[src/rtl/uart_tx_fifo.sv]
// UART transmitter behind a FIFO: a frame starts the cycle after a write into an empty queue.
// Writes are accepted while oTx_Rdy is high; a write with oTx_Rdy low is dropped and flagged on oTx_Ovf.
module uart_tx_fifo #(
  parameter int C_DATA_W     = 8,
  parameter int C_FIFO_DEPTH = 16,
  parameter int C_DIV_W      = 16
) (
  input  logic                            Clk,
  input  logic                            Rst,
  input  logic [C_DIV_W-1:0]              iTx_Clk_Div,
  input  logic                            iTx_Val,
  input  logic [C_DATA_W-1:0]             iTx_Data,
  input  logic                            iTx_Check_odd,
  input  logic                            iTx_Check_even,
  input  logic                            iTx_Stop2,
  output logic                            oTx_Bit,
  output logic                            oTx_Rdy,
  output logic                            oTx_done,
  output logic                            oTx_Busy,
  output logic [$clog2(C_FIFO_DEPTH):0]   oTx_Level,
  output logic                            oTx_Ovf
);
  localparam int AW = $clog2(C_FIFO_DEPTH);
  localparam int LW = AW + 1;
  localparam int BW = $clog2(C_DATA_W);
  localparam logic [LW-1:0]      DEPTH_L  = LW'(C_FIFO_DEPTH);
  localparam logic [LW-1:0]      L_ONE    = LW'(1);
  localparam logic [AW-1:0]      A_ONE    = AW'(1);
  localparam logic [BW-1:0]      B_ONE    = BW'(1);
  localparam logic [BW-1:0]      LAST_BIT = BW'(C_DATA_W - 1);
  localparam logic [C_DIV_W-1:0] D_ONE    = C_DIV_W'(1);
  localparam logic [C_DIV_W-1:0] D_TWO    = C_DIV_W'(2);

  typedef enum logic [2:0] {S_IDLE, S_START, S_DATA, S_PARITY, S_STOP} state_t;

  state_t              state;
  logic [C_DATA_W-1:0] mem [C_FIFO_DEPTH];
  logic [AW-1:0]       wr_ptr, rd_ptr;
  logic [LW-1:0]       level_nx;
  logic                push, pop;
  logic [C_DATA_W-1:0] head, sh;
  logic [C_DIV_W-1:0]  div_q, div_l, cnt;
  logic [BW-1:0]       bit_cnt;
  logic                par_en_q, par_q, stop2_q, stop_cnt;
  logic                bit_end, final_stop, single;

  assign push       = iTx_Val & oTx_Rdy;
  assign head       = mem[rd_ptr];
  assign div_l      = (div_q == '0) ? D_ONE : div_q;
  assign bit_end    = (cnt == div_l - D_ONE);
  assign single     = (div_l == D_ONE);
  assign final_stop = (stop_cnt == stop2_q);

  always_comb begin
    pop = 1'b0;
    if (oTx_Level != '0) begin
      if (state == S_IDLE) pop = 1'b1;
      else if (state == S_STOP && bit_end && final_stop) pop = 1'b1;
    end
    level_nx = oTx_Level;
    if (push && !pop) level_nx = oTx_Level + L_ONE;
    else if (!push && pop) level_nx = oTx_Level - L_ONE;
  end

  always_ff @(posedge Clk) begin
    if (push) mem[wr_ptr] <= iTx_Data;
  end

  // Ready is computed from the post-edge level so a full queue blocks the very next write.
  always_ff @(posedge Clk or negedge Rst) begin
    if (!Rst) begin
      wr_ptr    <= '0;
      rd_ptr    <= '0;
      oTx_Level <= '0;
      oTx_Rdy   <= 1'b0;
      oTx_Ovf   <= 1'b0;
    end else begin
      if (push) wr_ptr <= wr_ptr + A_ONE;
      if (pop)  rd_ptr <= rd_ptr + A_ONE;
      oTx_Level <= level_nx;
      oTx_Rdy   <= (level_nx < DEPTH_L);
      oTx_Ovf   <= iTx_Val & ~oTx_Rdy;
    end
  end

  always_ff @(posedge Clk or negedge Rst) begin
    if (!Rst) begin
      state    <= S_IDLE;
      cnt      <= '0;
      sh       <= '0;
      bit_cnt  <= '0;
      par_en_q <= 1'b0;
      par_q    <= 1'b0;
      stop2_q  <= 1'b0;
      stop_cnt <= 1'b0;
      div_q    <= '0;
      oTx_Bit  <= 1'b1;
      oTx_Busy <= 1'b0;
      oTx_done <= 1'b0;
    end else begin
      oTx_done <= 1'b0;
      if (pop) begin
        state    <= S_START;
        cnt      <= '0;
        sh       <= head;
        par_en_q <= iTx_Check_odd ^ iTx_Check_even;
        par_q    <= iTx_Check_odd ? ~^head : ^head;
        stop2_q  <= iTx_Stop2;
        div_q    <= iTx_Clk_Div;
        oTx_Bit  <= 1'b0;
        oTx_Busy <= 1'b1;
      end else if (state != S_IDLE) begin
        if (!bit_end) begin
          cnt      <= cnt + D_ONE;
          // Raise done one edge early so it covers the last cycle of the final stop bit.
          oTx_done <= (state == S_STOP) && final_stop && (cnt == div_l - D_TWO);
        end else begin
          cnt <= '0;
          case (state)
            S_START: begin
              state   <= S_DATA;
              bit_cnt <= '0;
              oTx_Bit <= sh[0];
            end
            S_DATA: begin
              if (bit_cnt == LAST_BIT) begin
                if (par_en_q) begin
                  state   <= S_PARITY;
                  oTx_Bit <= par_q;
                end else begin
                  state    <= S_STOP;
                  stop_cnt <= 1'b0;
                  oTx_Bit  <= 1'b1;
                  oTx_done <= single && !stop2_q;
                end
              end else begin
                bit_cnt <= bit_cnt + B_ONE;
                sh      <= sh >> 1;
                oTx_Bit <= sh[1];
              end
            end
            S_PARITY: begin
              state    <= S_STOP;
              stop_cnt <= 1'b0;
              oTx_Bit  <= 1'b1;
              oTx_done <= single && !stop2_q;
            end
            S_STOP: begin
              if (!final_stop) begin
                stop_cnt <= 1'b1;
                oTx_done <= single;
              end else begin
                state    <= S_IDLE;
                oTx_Busy <= 1'b0;
                oTx_Bit  <= 1'b1;
              end
            end
            default: ;
          endcase
        end
      end
    end
  end
endmodule

[config.mk]
export PLATFORM = sky130hd
export DESIGN_NAME = uart_tx_fifo
export DESIGN_NICKNAME = d
export VERILOG_FILES = /design/src/rtl/uart_tx_fifo.sv
export SDC_FILE = /design/constraint.sdc
export NUM_CORES = 1
export LEC_CHECK = 0
export ABC_CLOCK_PERIOD_IN_PS = 4320
export CAP_MARGIN = 20
export CORE_UTILIZATION = 55
export DETAILED_ROUTE_END_ITERATION = 10
export PLACE_DENSITY = 0.79
export SLEW_MARGIN = 20
export SYNTH_ARGS = -nofsm -noshare
export SYNTH_HDL_FRONTEND = slang
export SYNTH_SLANG_ARGS = --single-unit
[constraint.sdc]
create_clock -name Clk -period 4.32 [get_ports Clk]
set_input_delay 0.648 -clock Clk [delete_from_list [all_inputs] [get_ports Clk]]
set_output_delay 0.648 -clock Clk [all_outputs]
set_load 0.01 [all_outputs]
==> summary.txt <==
Run status - completed
Share of synthesized area occupied by flip-flops and latches - 59.9%
Iteration count of the initial detailed-routing pass - 5
Post-synthesis net count - 730
Instance area at placement - 0.00994 mm2
Core region area - 0.0165 mm2
Global-route usage over all layers - 23.8%
Layout Skew - 0.0108 ns
Total negative setup slack - 0 ns
Clock tree from TritonCTS - yes
Period utilisation layout - 93.3%
Setup fix buffers added after clock tree synthesis - 0
Cts-stage hold buffer count - 0
Count of final hold-check violations - 0
Count of nets left with antenna violations after detail routing - 0
Initial antenna violation count - 0
Highest clock rate - 248 MHz
Largest delay contributor family on the critical path - compound AO/OA/AOI/OAI gates
Pin count of the biggest net entering global routing - 39
Die width - 132 um
Clock root buffer - sky130_fd_sc_hd__clkbuf_16
Type of the setup path with the least slack - flop to flop
Clock-pin slew reported for the worst setup and hold paths after clock tree synthesis - 0.07 ns
Fraction of final layout cells sized beyond drive strength 1 - 11.8%
DR iter-0 viols - 469
Data required, critical path - 4.67 ns
Count of boundary I/O pins - 40
RSZ-0062 raised after global routing - no
Post-synth EDFFs - 128
Final Wtd Congestion - 0.868
Transition at the pin with the smallest max-transition slack - 0.851 ns
Post-placement cell count - 935
Multiplexer fraction of the synthesized cell area - 11.1%
Initial Util - 56.0%
Most Frequent Cell on Critical Path - sky130_fd_sc_hd__a21oi_2
Fin. max-slew vios - 0
Slowest CP cell - sky130_fd_sc_hd__or3b_4
Latest clock arrival within the worst-skew pair - 0.44 ns
Cell Count, Final, Fillers Out - 966
CTS Buf Count - 17
Vias in the first global route - 6030
Minimum clock period - 4.03 ns
Async set-reset flop share out of synthesis - 34.7%
IO Port Bufs - 39
Syn_area_per_cell - 13.5 um2
FP Rows - 47
Post-synth top flop - sky130_fd_sc_hd__edfxtp_1
Startpoint types - flop
Netlist area before placement - 0.00925 mm2
Leakage power - 4.25 nW
Number of buffers between clock root and the deepest sink - 2
Longest individual stage delay on the worst path - 0.43 ns
DPL Wire Length - 14000 um
Clock sink count - 196
Vias per cell - 6.01
Number of storage elements in the synthesis netlist - 196
Crit path arrival time - 4.38 ns
Fraction of the mapped netlist area in adder cells - 2.03%
PD cells - 422 mW/mm2
Crit path buf inv count - 2
Crit. End Element - flop
Share of the synthesized area in compound gates (AO/OA/AOI/OAI) - 9.22%
Die area - 0.0173 mm2
Total number of yosys warnings - 0
Crit Path Max Fanout - 9
Antenna diodes - 0
Overall power - 4.45 mW
Hold WC Path Type - input port to async pin
Height of the die - 132 um
Parity-gate share of the synthesized area counting xor and xnor cells - 5.52%
DRC violation count after routing - 0
Overflow after GRT - 0
Wirelength, routed - 19700 um
Layout Cell Area excl Fill - 0.0106 mm2
Layout area overhead - 14.1%
Cell chain of the critical path - nor2_1 > and3_1 > a21oi_2 > ha_1 > or3b_4 > nor3b_4 > o21ai_0 > o31a_1 > a2111oi_4 > a21oi_2 > nor2_4 > inv_2 > ha_2 > inv_1 > nand2_1 > o41ai_2 > a21oi_1 > a31oi_1
Wirelength per Cell - 20.4 um
Basic-gate share of the synthesized area counting and, or, nand and nor cells - 9.57%
Max capacitance violation total - 0
Setup-violating endpoint count in the final report - 0
Main combinational cell family by area after synthesis - multiplexers
Number of instances in the synthesized netlist - 685
Worst-case headroom to the max-slew limit - 42.9%
Number of levels in the clock H-tree - 4
Count of cell types in the netlist - 71
Fin nets - 779
Worst supply voltage drop on vdd - 0.319 mV
First-pass GRT wire length - 31700 um
Number of vias in the routed layout - 5803
-- cell usage after synthesis, drive strengths merged (10+ instances only) --
| cell | number | share of area (%) |
|---|---|---|
| a21oi | 10 | 0.58 |
| a221oi | 21 | 2.0 |
| and2 | 14 | 0.95 |
| and3 | 16 | 1.1 |
| buf | 17 | 1.0 |
| clkbuf | 16 | 0.65 |
| dfrtp | 67 | 18 |
| edfxtp | 128 | 42 |
| ha | 15 | 2.0 |
| inv | 22 | 0.89 |
| mux2 | 16 | 1.9 |
| mux2i | 49 | 5.3 |
| mux4 | 16 | 3.9 |
| nand2 | 39 | 1.6 |
| nand3 | 20 | 1.1 |
| nor2 | 39 | 1.7 |
| o21ai | 29 | 1.6 |
| xnor2 | 19 | 1.8 |
| xor2 | 29 | 2.7 |
-- worst reg2reg max path: cells and delay by family (launching register included) --
family	cells	cell delay (ns)
adder cells (fa/ha/maj)	2	0.44
flip-flops	1	0.42
AND/OR/NAND/NOR	6	1.34
buffers and inverters	2	0.25
AO/OA/AOI/OAI	8	1.51
-- worst paths after layout --
| kind | start | to | slack, ns | depth (start not counted) |
|---|---|---|---|---|
| max | div_q[2] | oTx_Level[3] | 0.29 | 18 |
| min reg2reg | oTx_Bit | oTx_Bit | 0.47 | 2 |
| max reg2reg | div_q[2] | oTx_Level[3] | 0.29 | 18 |
| max in group asynchronous | Rst | div_q[14] | 3.05 | 2 |
| min | Rst | state[1] | 0.32 | 1 |
| min in group Clk | oTx_Bit | oTx_Bit | 0.47 | 2 |
-- repair_timing --
item / 4_1_cts / 5_1_grt
resized for setup: 1 / 9
hold endpoints to repair: 0 / 0
endpoints found under the setup margin: 1 / 5
-- routing by layer --
layer  global-route usage (%)  vias to the layer above  wire length (um)  part of all wire (%)
li1                         -                     2701                 -                     -
met1                     29.6                     2901              8230                    42
met2                     41.6                      166             10300                    52
met3                     4.01                       35               703                   3.6
met4                     9.30                        0               460                   2.3
met5                        0                        -                 0                     0
-- state kept, by name, indices dropped and copies added, names as in the netlist --
| name | count |
|---|---|
| bit_cnt | 3 |
| cnt | 16 |
| div_q | 16 |
| mem | 128 |
| oTx_Bit | 1 |
| oTx_Busy | 1 |
| oTx_Level | 5 |
| oTx_Ovf | 1 |
| oTx_Rdy | 1 |
| oTx_done | 1 |
| par_en_q | 1 |
| par_q | 1 |
| rd_ptr | 4 |
| sh | 8 |
| state | 3 |
| stop2_q | 1 |
| stop_cnt | 1 |
| wr_ptr | 4 |
-- final cells by class --
cell class                      count  area, um2
Clock buffer                       18        429
Inverter                           23       86.3
Sequential cell                   196       5550
Timing Repair Buffer               63        566
Clock inverter                     13        145
Fill cell                        1208       5960
Tap cell                          220        275
Multi-Input combinational cell    433       3510
-- logic make-up (layout without fill, tap and decap cells) --
group | Yosys count | count (layout)
AOI/OAI and AO/OA | 114 | 114
buffers and inverters | 56 | 117
and+or+nand+nor | 171 | 171
xor gates and xnor gates | 52 | 52
muxes | 81 | 81
DFF | 196 | 196
adders and majority gates | 15 | 15
-- through the flow --
| stage | utilization, % | worst slack, ns | hold WS, ns |
|---|---|---|---|
| 2_1_floorplan | - | 0.0566 | 0.352 |
| 3_3_place_gp | 60.2 | 0.239 | 0.460 |
| 3_5_place_dp | 60.2 | -0.0364 | 0.467 |
| 4_1_cts | 63.7 | 0.0396 | 0.337 |
| 5_1_grt | 63.9 | 0.0103 | 0.383 |
| 6_report | 63.9 | 0.290 | 0.320 |
-- power breakdown --
group	switching (mW)	total (mW)	leakage, nW	internal [mW]
clock network	0.721	1.54	0.281	0.815
registers	0.125	2.31	2.00	2.19
logic	0.339	0.603	1.98	0.264
-- cells in the final DEF, fill, tap and decap left out, types with 7 or more instances in the layout --
| cell | instances |
|---|---|
| sky130_fd_sc_hd__a21oi_1 | 8 |
| sky130_fd_sc_hd__a221oi_1 | 21 |
| sky130_fd_sc_hd__and2_1 | 14 |
| sky130_fd_sc_hd__and3_1 | 16 |
| sky130_fd_sc_hd__buf_4 | 24 |
| sky130_fd_sc_hd__clkbuf_16 | 17 |
| sky130_fd_sc_hd__clkdlybuf4s50_1 | 38 |
| sky130_fd_sc_hd__dfrtp_1 | 65 |
| sky130_fd_sc_hd__edfxtp_1 | 128 |
| sky130_fd_sc_hd__ha_1 | 14 |
| sky130_fd_sc_hd__inv_1 | 21 |
| sky130_fd_sc_hd__mux2_1 | 16 |
| sky130_fd_sc_hd__mux2i_1 | 49 |
| sky130_fd_sc_hd__mux4_2 | 16 |
| sky130_fd_sc_hd__nand2_1 | 39 |
| sky130_fd_sc_hd__nand3_1 | 20 |
| sky130_fd_sc_hd__nor2_1 | 38 |
| sky130_fd_sc_hd__nor3_1 | 7 |
| sky130_fd_sc_hd__o21ai_0 | 15 |
| sky130_fd_sc_hd__o21ai_1 | 14 |
| sky130_fd_sc_hd__xnor2_1 | 19 |
| sky130_fd_sc_hd__xor2_1 | 29 |
No activity file was read; power rests on OpenSTA's default activity.
